===== src/rtl/display_source_arbiter.sv =====
// display_source_arbiter: shares one 4-digit 7-segment driver between three
// requesters. Round-robin ownership with a minimum dwell per owner, a blank
// gap between different owners, and a free-running scan clock for the driver.
module display_source_arbiter #(
    parameter int unsigned DIV_HALF  = 25000,
    parameter int unsigned DWELL     = 2000000,
    parameter int unsigned BLANK_CYC = 50000
) (
    input  logic        clk,
    input  logic        rst_n,
    input  logic [2:0]  req,
    input  logic [23:0] data_in,
    output logic [2:0]  gnt,
    output logic [3:0]  unit,
    output logic [3:0]  dec,
    output logic [1:0]  est_maq,
    output logic        disp_en,
    output logic        disp_clk
);

    localparam int unsigned DIV_W   = (DIV_HALF  > 1) ? $clog2(DIV_HALF)  : 1;
    localparam int unsigned DWELL_W = (DWELL     > 1) ? $clog2(DWELL)     : 1;
    localparam int unsigned BLANK_W = (BLANK_CYC > 1) ? $clog2(BLANK_CYC) : 1;

    localparam logic [DIV_W-1:0]   DIV_LAST   = DIV_W'(DIV_HALF - 1);
    localparam logic [DWELL_W-1:0] DWELL_LOAD = DWELL_W'(DWELL - 1);
    localparam logic [BLANK_W-1:0] BLANK_LOAD = BLANK_W'(BLANK_CYC - 1);

    typedef enum logic [1:0] {
        S_IDLE,
        S_SHOW,
        S_BLANK
    } state_t;

    state_t             r_state,  w_nxt_state;
    logic [1:0]         r_ptr,    w_nxt_ptr;
    logic [1:0]         r_owner,  w_nxt_owner;
    logic [2:0]         r_gnt,    w_nxt_gnt;
    logic [3:0]         r_unit,   w_nxt_unit;
    logic [3:0]         r_dec,    w_nxt_dec;
    logic [1:0]         r_est,    w_nxt_est;
    logic               r_en,     w_nxt_en;
    logic [DWELL_W-1:0] r_dwell,  w_nxt_dwell;
    logic [BLANK_W-1:0] r_blank,  w_nxt_blank;
    logic [DIV_W-1:0]   r_div;
    logic               r_dclk;

    logic               w_any;
    logic [1:0]         w_win;
    logic [7:0]         w_win_slice;
    logic [7:0]         w_own_slice;

    function automatic logic [7:0] f_slice(input logic [23:0] d, input logic [1:0] i);
        case (i)
            2'd1:    f_slice = d[15:8];
            2'd2:    f_slice = d[23:16];
            default: f_slice = d[7:0];
        endcase
    endfunction

    // Scan clock divider: toggles disp_clk every DIV_HALF cycles in all states
    always_ff @(posedge clk) begin
        if (!rst_n) begin
            r_div  <= '0;
            r_dclk <= 1'b0;
        end else if (r_div == DIV_LAST) begin
            r_div  <= '0;
            r_dclk <= ~r_dclk;
        end else begin
            r_div  <= r_div + 1'b1;
        end
    end

    // Round-robin search: first set request starting at r_ptr, wrapping 2->0
    always_comb begin
        int unsigned idx;
        logic        found;
        w_any = |req;
        w_win = 2'd0;
        found = 1'b0;
        for (int unsigned k = 0; k < 3; k++) begin
            idx = (32'(r_ptr) + k) % 3;
            if (!found && req[idx]) begin
                found = 1'b1;
                w_win = 2'(idx);
            end
        end
        w_win_slice = f_slice(data_in, w_win);
        w_own_slice = f_slice(data_in, r_owner);
    end

    // State and output registers
    always_ff @(posedge clk) begin
        if (!rst_n) begin
            r_state <= S_IDLE;
            r_ptr   <= '0;
            r_owner <= '0;
            r_gnt   <= '0;
            r_unit  <= '0;
            r_dec   <= '0;
            r_est   <= '0;
            r_en    <= 1'b0;
            r_dwell <= '0;
            r_blank <= '0;
        end else begin
            r_state <= w_nxt_state;
            r_ptr   <= w_nxt_ptr;
            r_owner <= w_nxt_owner;
            r_gnt   <= w_nxt_gnt;
            r_unit  <= w_nxt_unit;
            r_dec   <= w_nxt_dec;
            r_est   <= w_nxt_est;
            r_en    <= w_nxt_en;
            r_dwell <= w_nxt_dwell;
            r_blank <= w_nxt_blank;
        end
    end

    // Next-state and next-output logic; a grant loads all outputs together
    always_comb begin
        w_nxt_state = r_state;
        w_nxt_ptr   = r_ptr;
        w_nxt_owner = r_owner;
        w_nxt_gnt   = r_gnt;
        w_nxt_unit  = r_unit;
        w_nxt_dec   = r_dec;
        w_nxt_est   = r_est;
        w_nxt_en    = r_en;
        w_nxt_dwell = r_dwell;
        w_nxt_blank = r_blank;

        case (r_state)
            S_SHOW: begin
                if (req[r_owner]) begin
                    w_nxt_unit = w_own_slice[3:0];
                    w_nxt_dec  = w_own_slice[7:4];
                end
                if (r_dwell != '0) begin
                    w_nxt_dwell = r_dwell - 1'b1;
                end else if (!w_any) begin
                    w_nxt_state = S_IDLE;
                    w_nxt_gnt   = '0;
                    w_nxt_est   = '0;
                    w_nxt_en    = 1'b0;
                end else if (w_win == r_owner) begin
                    w_nxt_dwell = DWELL_LOAD;
                    w_nxt_ptr   = (w_win == 2'd2) ? 2'd0 : w_win + 2'd1;
                end else begin
                    w_nxt_state = S_BLANK;
                    w_nxt_gnt   = '0;
                    w_nxt_est   = '0;
                    w_nxt_en    = 1'b0;
                    w_nxt_blank = BLANK_LOAD;
                end
            end
            S_IDLE, S_BLANK: begin
                w_nxt_gnt = '0;
                w_nxt_est = '0;
                w_nxt_en  = 1'b0;
                if (r_state == S_BLANK && r_blank != '0) begin
                    w_nxt_blank = r_blank - 1'b1;
                end else if (w_any) begin
                    w_nxt_state = S_SHOW;
                    w_nxt_owner = w_win;
                    w_nxt_gnt   = 3'b001 << w_win;
                    w_nxt_est   = w_win + 2'd1;
                    w_nxt_unit  = w_win_slice[3:0];
                    w_nxt_dec   = w_win_slice[7:4];
                    w_nxt_en    = 1'b1;
                    w_nxt_dwell = DWELL_LOAD;
                    w_nxt_ptr   = (w_win == 2'd2) ? 2'd0 : w_win + 2'd1;
                end else begin
                    w_nxt_state = S_IDLE;
                end
            end
            default: begin
                w_nxt_state = S_IDLE;
            end
        endcase
    end

    assign gnt      = r_gnt;
    assign unit     = r_unit;
    assign dec      = r_dec;
    assign est_maq  = r_est;
    assign disp_en  = r_en;
    assign disp_clk = r_dclk;

endmodule


===== config.mk =====
export PLATFORM = sky130hd
export DESIGN_NAME = display_source_arbiter
export DESIGN_NICKNAME = d
export VERILOG_FILES = /design/src/rtl/display_source_arbiter.sv
export SDC_FILE = /design/constraint.sdc
export NUM_CORES = 1
export LEC_CHECK = 0
export CAP_MARGIN = 10
export CORE_ASPECT_RATIO = 0.8
export CORE_MARGIN = 5
export CORE_UTILIZATION = 48
export DETAILED_ROUTE_END_ITERATION = 8
export GPL_ROUTABILITY_DRIVEN = 0
export GPL_TIMING_DRIVEN = 0
export PLACE_DENSITY = 0.79
export SETUP_SLACK_MARGIN = 0.15
export SLEW_MARGIN = 20
export SYNTH_ARGS = -nofsm -noshare
export SYNTH_HDL_FRONTEND = slang
export SYNTH_SLANG_ARGS = --single-unit
export TNS_END_PERCENT = 100

===== constraint.sdc =====
create_clock -name clk -period 5.3 [get_ports clk]
set_clock_uncertainty 0.15 [all_clocks]
set_input_delay 1.59 -clock clk [delete_from_list [all_inputs] [get_ports clk]]
set_output_delay 1.59 -clock clk [all_outputs]
set_load 0.02 [all_outputs]

==> results.cfg <==
[yosys]
synth_cells = 534
async_reset_ff_share_pct = 0
synth_seq_cells = 73
syn_nets = 577
ys_types = 67
syn-mean-instance-area_um2 = 7.97
ys.warnings.count = 0
ys_seq_area_share_pct = 34.3
synthFlopType = dfxtp_1
synth_area_um2 = 4260
synth-edff-count = 0

[routing]
drc = 0
firstDrtPassIters = 6
wire_per_inst_um = 15.5
vias = 4205
drt-initial-drc-count = 347
vias_per_cell = 5.96
routed_wirelength_um = 10900
detail-route-antenna-nets = 0

[final_layout]
synthToLayoutAreaGrowth_pct = 18.2
final_layout_size_suffix_gt1_share_pct = 7.42
stdcell_count = 705
fin_nets = 631
n_fill_cell = 764
n_antenna_cell = 0

[pwr]
switching_share_pct = 47.8
p_sw_mw = 1.54
powerDensity_nw_per_um2 = 641
p_seq_share_pct = 27.6
p_int_mw = 1.68
p_leak_nw = 1.92
p_clk_share_pct = 13.9
combPwrFrac_pct = 58.4
max-vdd-ir-drop_v = 0.000376

[die]
die_h_um = 94.2
start_util_pct = 49.7
core-area_um2 = 8560
dieArea_um2 = 10900
core.rowCount = 30
die_w_um = 115
io_pins = 44

[timing]
finalCritPeriodShare_pct = 89.8
tns_ns = 0
worst_pin_slew_ns = 0.633
drv_slew = 0
period_minus_slack_ns = 4.76
slew_headroom_pct = 57.5
rsz0062_at_grt = no
fmax_ghz = 0.210
report.final.hold_viol_count = 0
setup_viol = 0

[grt]
use_met2_pct = 34.1
overflow = 0
grtUsageMet3_pct = 5.73
grt_start_max_net_pins = 15
top_usage_layer = met2
antenna_found_initial = 0
grt_pass1_vias = 3946
grtUsageTotal_pct = 21.2
use_met1_pct = 28.2
grt_first_pass_wirelength_um = 18700

[cts]
numClockSinks = 73
cts_buffers = 9
cts_tree = yes
clockBufferDepth = 2
h-tree-depth = 3
cts-root-buf = clkbuf_8
post_cts_buffers = 0
clk_latency_ns = 0.37
path_clk_slew_ns = 0.09

[setup_path]
path_class = input port to flip-flop
cp.arrival_ns = 4.83
cp_max_fo = 10
critPathCaptureType = flip-flop
cp.required_ns = 5.37
start_kind = input port

[run_status]
status = complete, no violations

[placement]
portBuffers = 43
dp_hpwl_um = 8010
dp.cells = 689

[job]
maxCapViolCount = 0

[min_path]
hp-class = flip-flop to flip-flop
==> final timing paths <==
path / start / endpoint / slack (ns) / cells past startpoint
worst max-delay path: req[0] / dec[3]$_SDFFE_PN0P_ / 0.54 / 15
worst min-delay path: r_div[0]$_SDFF_PP0_ / r_div[0]$_SDFF_PP0_ / 0.31 / 1
worst max register to register: r_ptr[1]$_SDFFE_PN0P_ / dec[3]$_SDFFE_PN0P_ / 1.56 / 16
worst min register to register: r_div[0]$_SDFF_PP0_ / r_div[0]$_SDFF_PP0_ / 0.31 / 1
==> through the flow <==
stage	hold slack [ns]	cell area, µm²	util (%)	power [mW]	setup WS [ns]
floorplan	0.268	4260	-	2.27	1.10
global placement	0.283	4830	56.4	2.66	0.127
detailed placement	0.293	4830	56.4	2.74	0.0945
CTS	0.309	5030	58.7	3.20	0.470
global route	0.348	5030	58.8	3.48	0.225
finish	0.312	5030	58.8	3.22	0.541
==> synth_stat cells (3+ instances only) <==
| library cell | n | share of area, % |
|---|---|---|
| a31oi_1 | 16 | 2.4 |
| nor3_1 | 29 | 3.4 |
| and3_1 | 3 | 0.44 |
| buf_1 | 3 | 0.26 |
| nor4_1 | 6 | 0.88 |
| a22o_1 | 5 | 1.0 |
| nor2_1 | 89 | 7.9 |
| a211oi_1 | 10 | 1.8 |
| xor2_1 | 10 | 2.1 |
| nand3_1 | 22 | 2.6 |
| nand3b_1 | 3 | 0.53 |
| nand4b_1 | 4 | 0.82 |
| o31ai_1 | 5 | 0.88 |
| clkbuf_1 | 20 | 1.8 |
| nand2_1 | 39 | 3.4 |
| nand4_1 | 5 | 0.74 |
| xnor2_1 | 6 | 1.2 |
| and2_1 | 6 | 0.88 |
| o21ai_0 | 22 | 2.6 |
| mux2i_1 | 4 | 0.94 |
| o21a_1 | 4 | 0.71 |
| a21boi_0 | 3 | 0.53 |
| dfxtp_1 | 73 | 34 |
| ha_1 | 14 | 4.1 |
| or3_1 | 4 | 0.59 |
| a311oi_1 | 3 | 0.62 |
| o211a_1 | 10 | 2.4 |
| inv_1 | 18 | 1.6 |
| a22oi_1 | 16 | 2.8 |
| a21oi_1 | 31 | 3.6 |
==> routing by layer <==
layer  share of wire [%]  vias to the layer above  wire length, µm
met5                   0                        -                0
met4                 1.1                        0              119
met3                 5.5                       15              603
met2                  46                      130             4990
met1                  48                     2000             5210
li1                    -                     2060                -
==> power groups by stage <==
stage	Combinational (mW)	Sequential, mW	Clock, mW
after floorplan	1.37	0.903	0
after global placement	1.77	0.885	0
after detailed placement	1.84	0.895	0
after CTS	1.86	0.886	0.458
after global routing	2.08	0.919	0.483
final	1.88	0.892	0.450
==> registers in the layout, indices dropped and copies added, names as in the netlist <==
signal and cells:
r_dwell 21, r_blank 16, r_div 15, dec 4
unit 4, gnt 3, est_maq 2, r_owner 2
r_ptr 2, r_state 2, disp_clk 1, disp_en 1
==> cells by family after synthesis <==
family | share of synthesized area (%)
adders and majority gates | 4.12
DFF | 34.3
and+or+nand+nor | 25.2
AOI/OAI and AO/OA | 26.5
buffers and inverters | 4.67
xor gates and xnor gates | 3.29
muxes | 1.91
==> worst max-delay path, stage by stage <==
cell and delay (ns):
clkdlybuf4s50_1 0.53, mux2_4 0.34, and2_4 0.16, nor3_1 0.38
nand3b_1 0.16, and2_1 0.26, inv_1 0.07, ha_1 0.27
clkbuf_1 0.28, clkbuf_2 0.30, nor2_1 0.08, a21oi_1 0.11
nor2_1 0.05, a21oi_1 0.15, a211oi_1 0.09
==> cell usage in the layout (no fill, tap or decap), types with 3 or more instances in the layout <==
master	instances
ha_1	14
mux2i_1	4
a211oi_1	10
a31oi_1	16
and3_1	3
inv_1	18
and2_1	6
o31ai_1	5
a311oi_1	3
nor3_1	29
nand3_1	22
or3_1	4
clkbuf_8	9
clkdlybuf4s50_1	43
xnor2_1	6
dfxtp_1	73
nand4_1	5
o21ai_0	22
a21oi_1	31
a22oi_1	16
a21boi_0	3
nand2_1	39
a22o_1	5
nand4b_1	4
buf_1	3
xor2_1	10
nor4_1	6
o21a_1	4
o211a_1	10
nand3b_1	3
clkbuf_1	19
nor2_1	89
==> area by class of cell <==
class / count / area, µm² / area share (%)
multi-input combinational: 413 / 2590 / 51.6
sequential: 73 / 1460 / 29.1
timing repair buffer: 43 / 430 / 8.56
tap: 112 / 140 / 2.79
buffer: 29 / 129 / 2.56
clock buffer: 9 / 124 / 2.46
clock inverter: 7 / 77.6 / 1.54
inverter: 19 / 71.3 / 1.42
==> what timing repair did <==
action,CTS,global route
setup endpoints to repair,0,5
hold buffers,0,0
resized for setup,0,2
hold endpoints to repair,0,0
(Power assumes the default switching activity.)
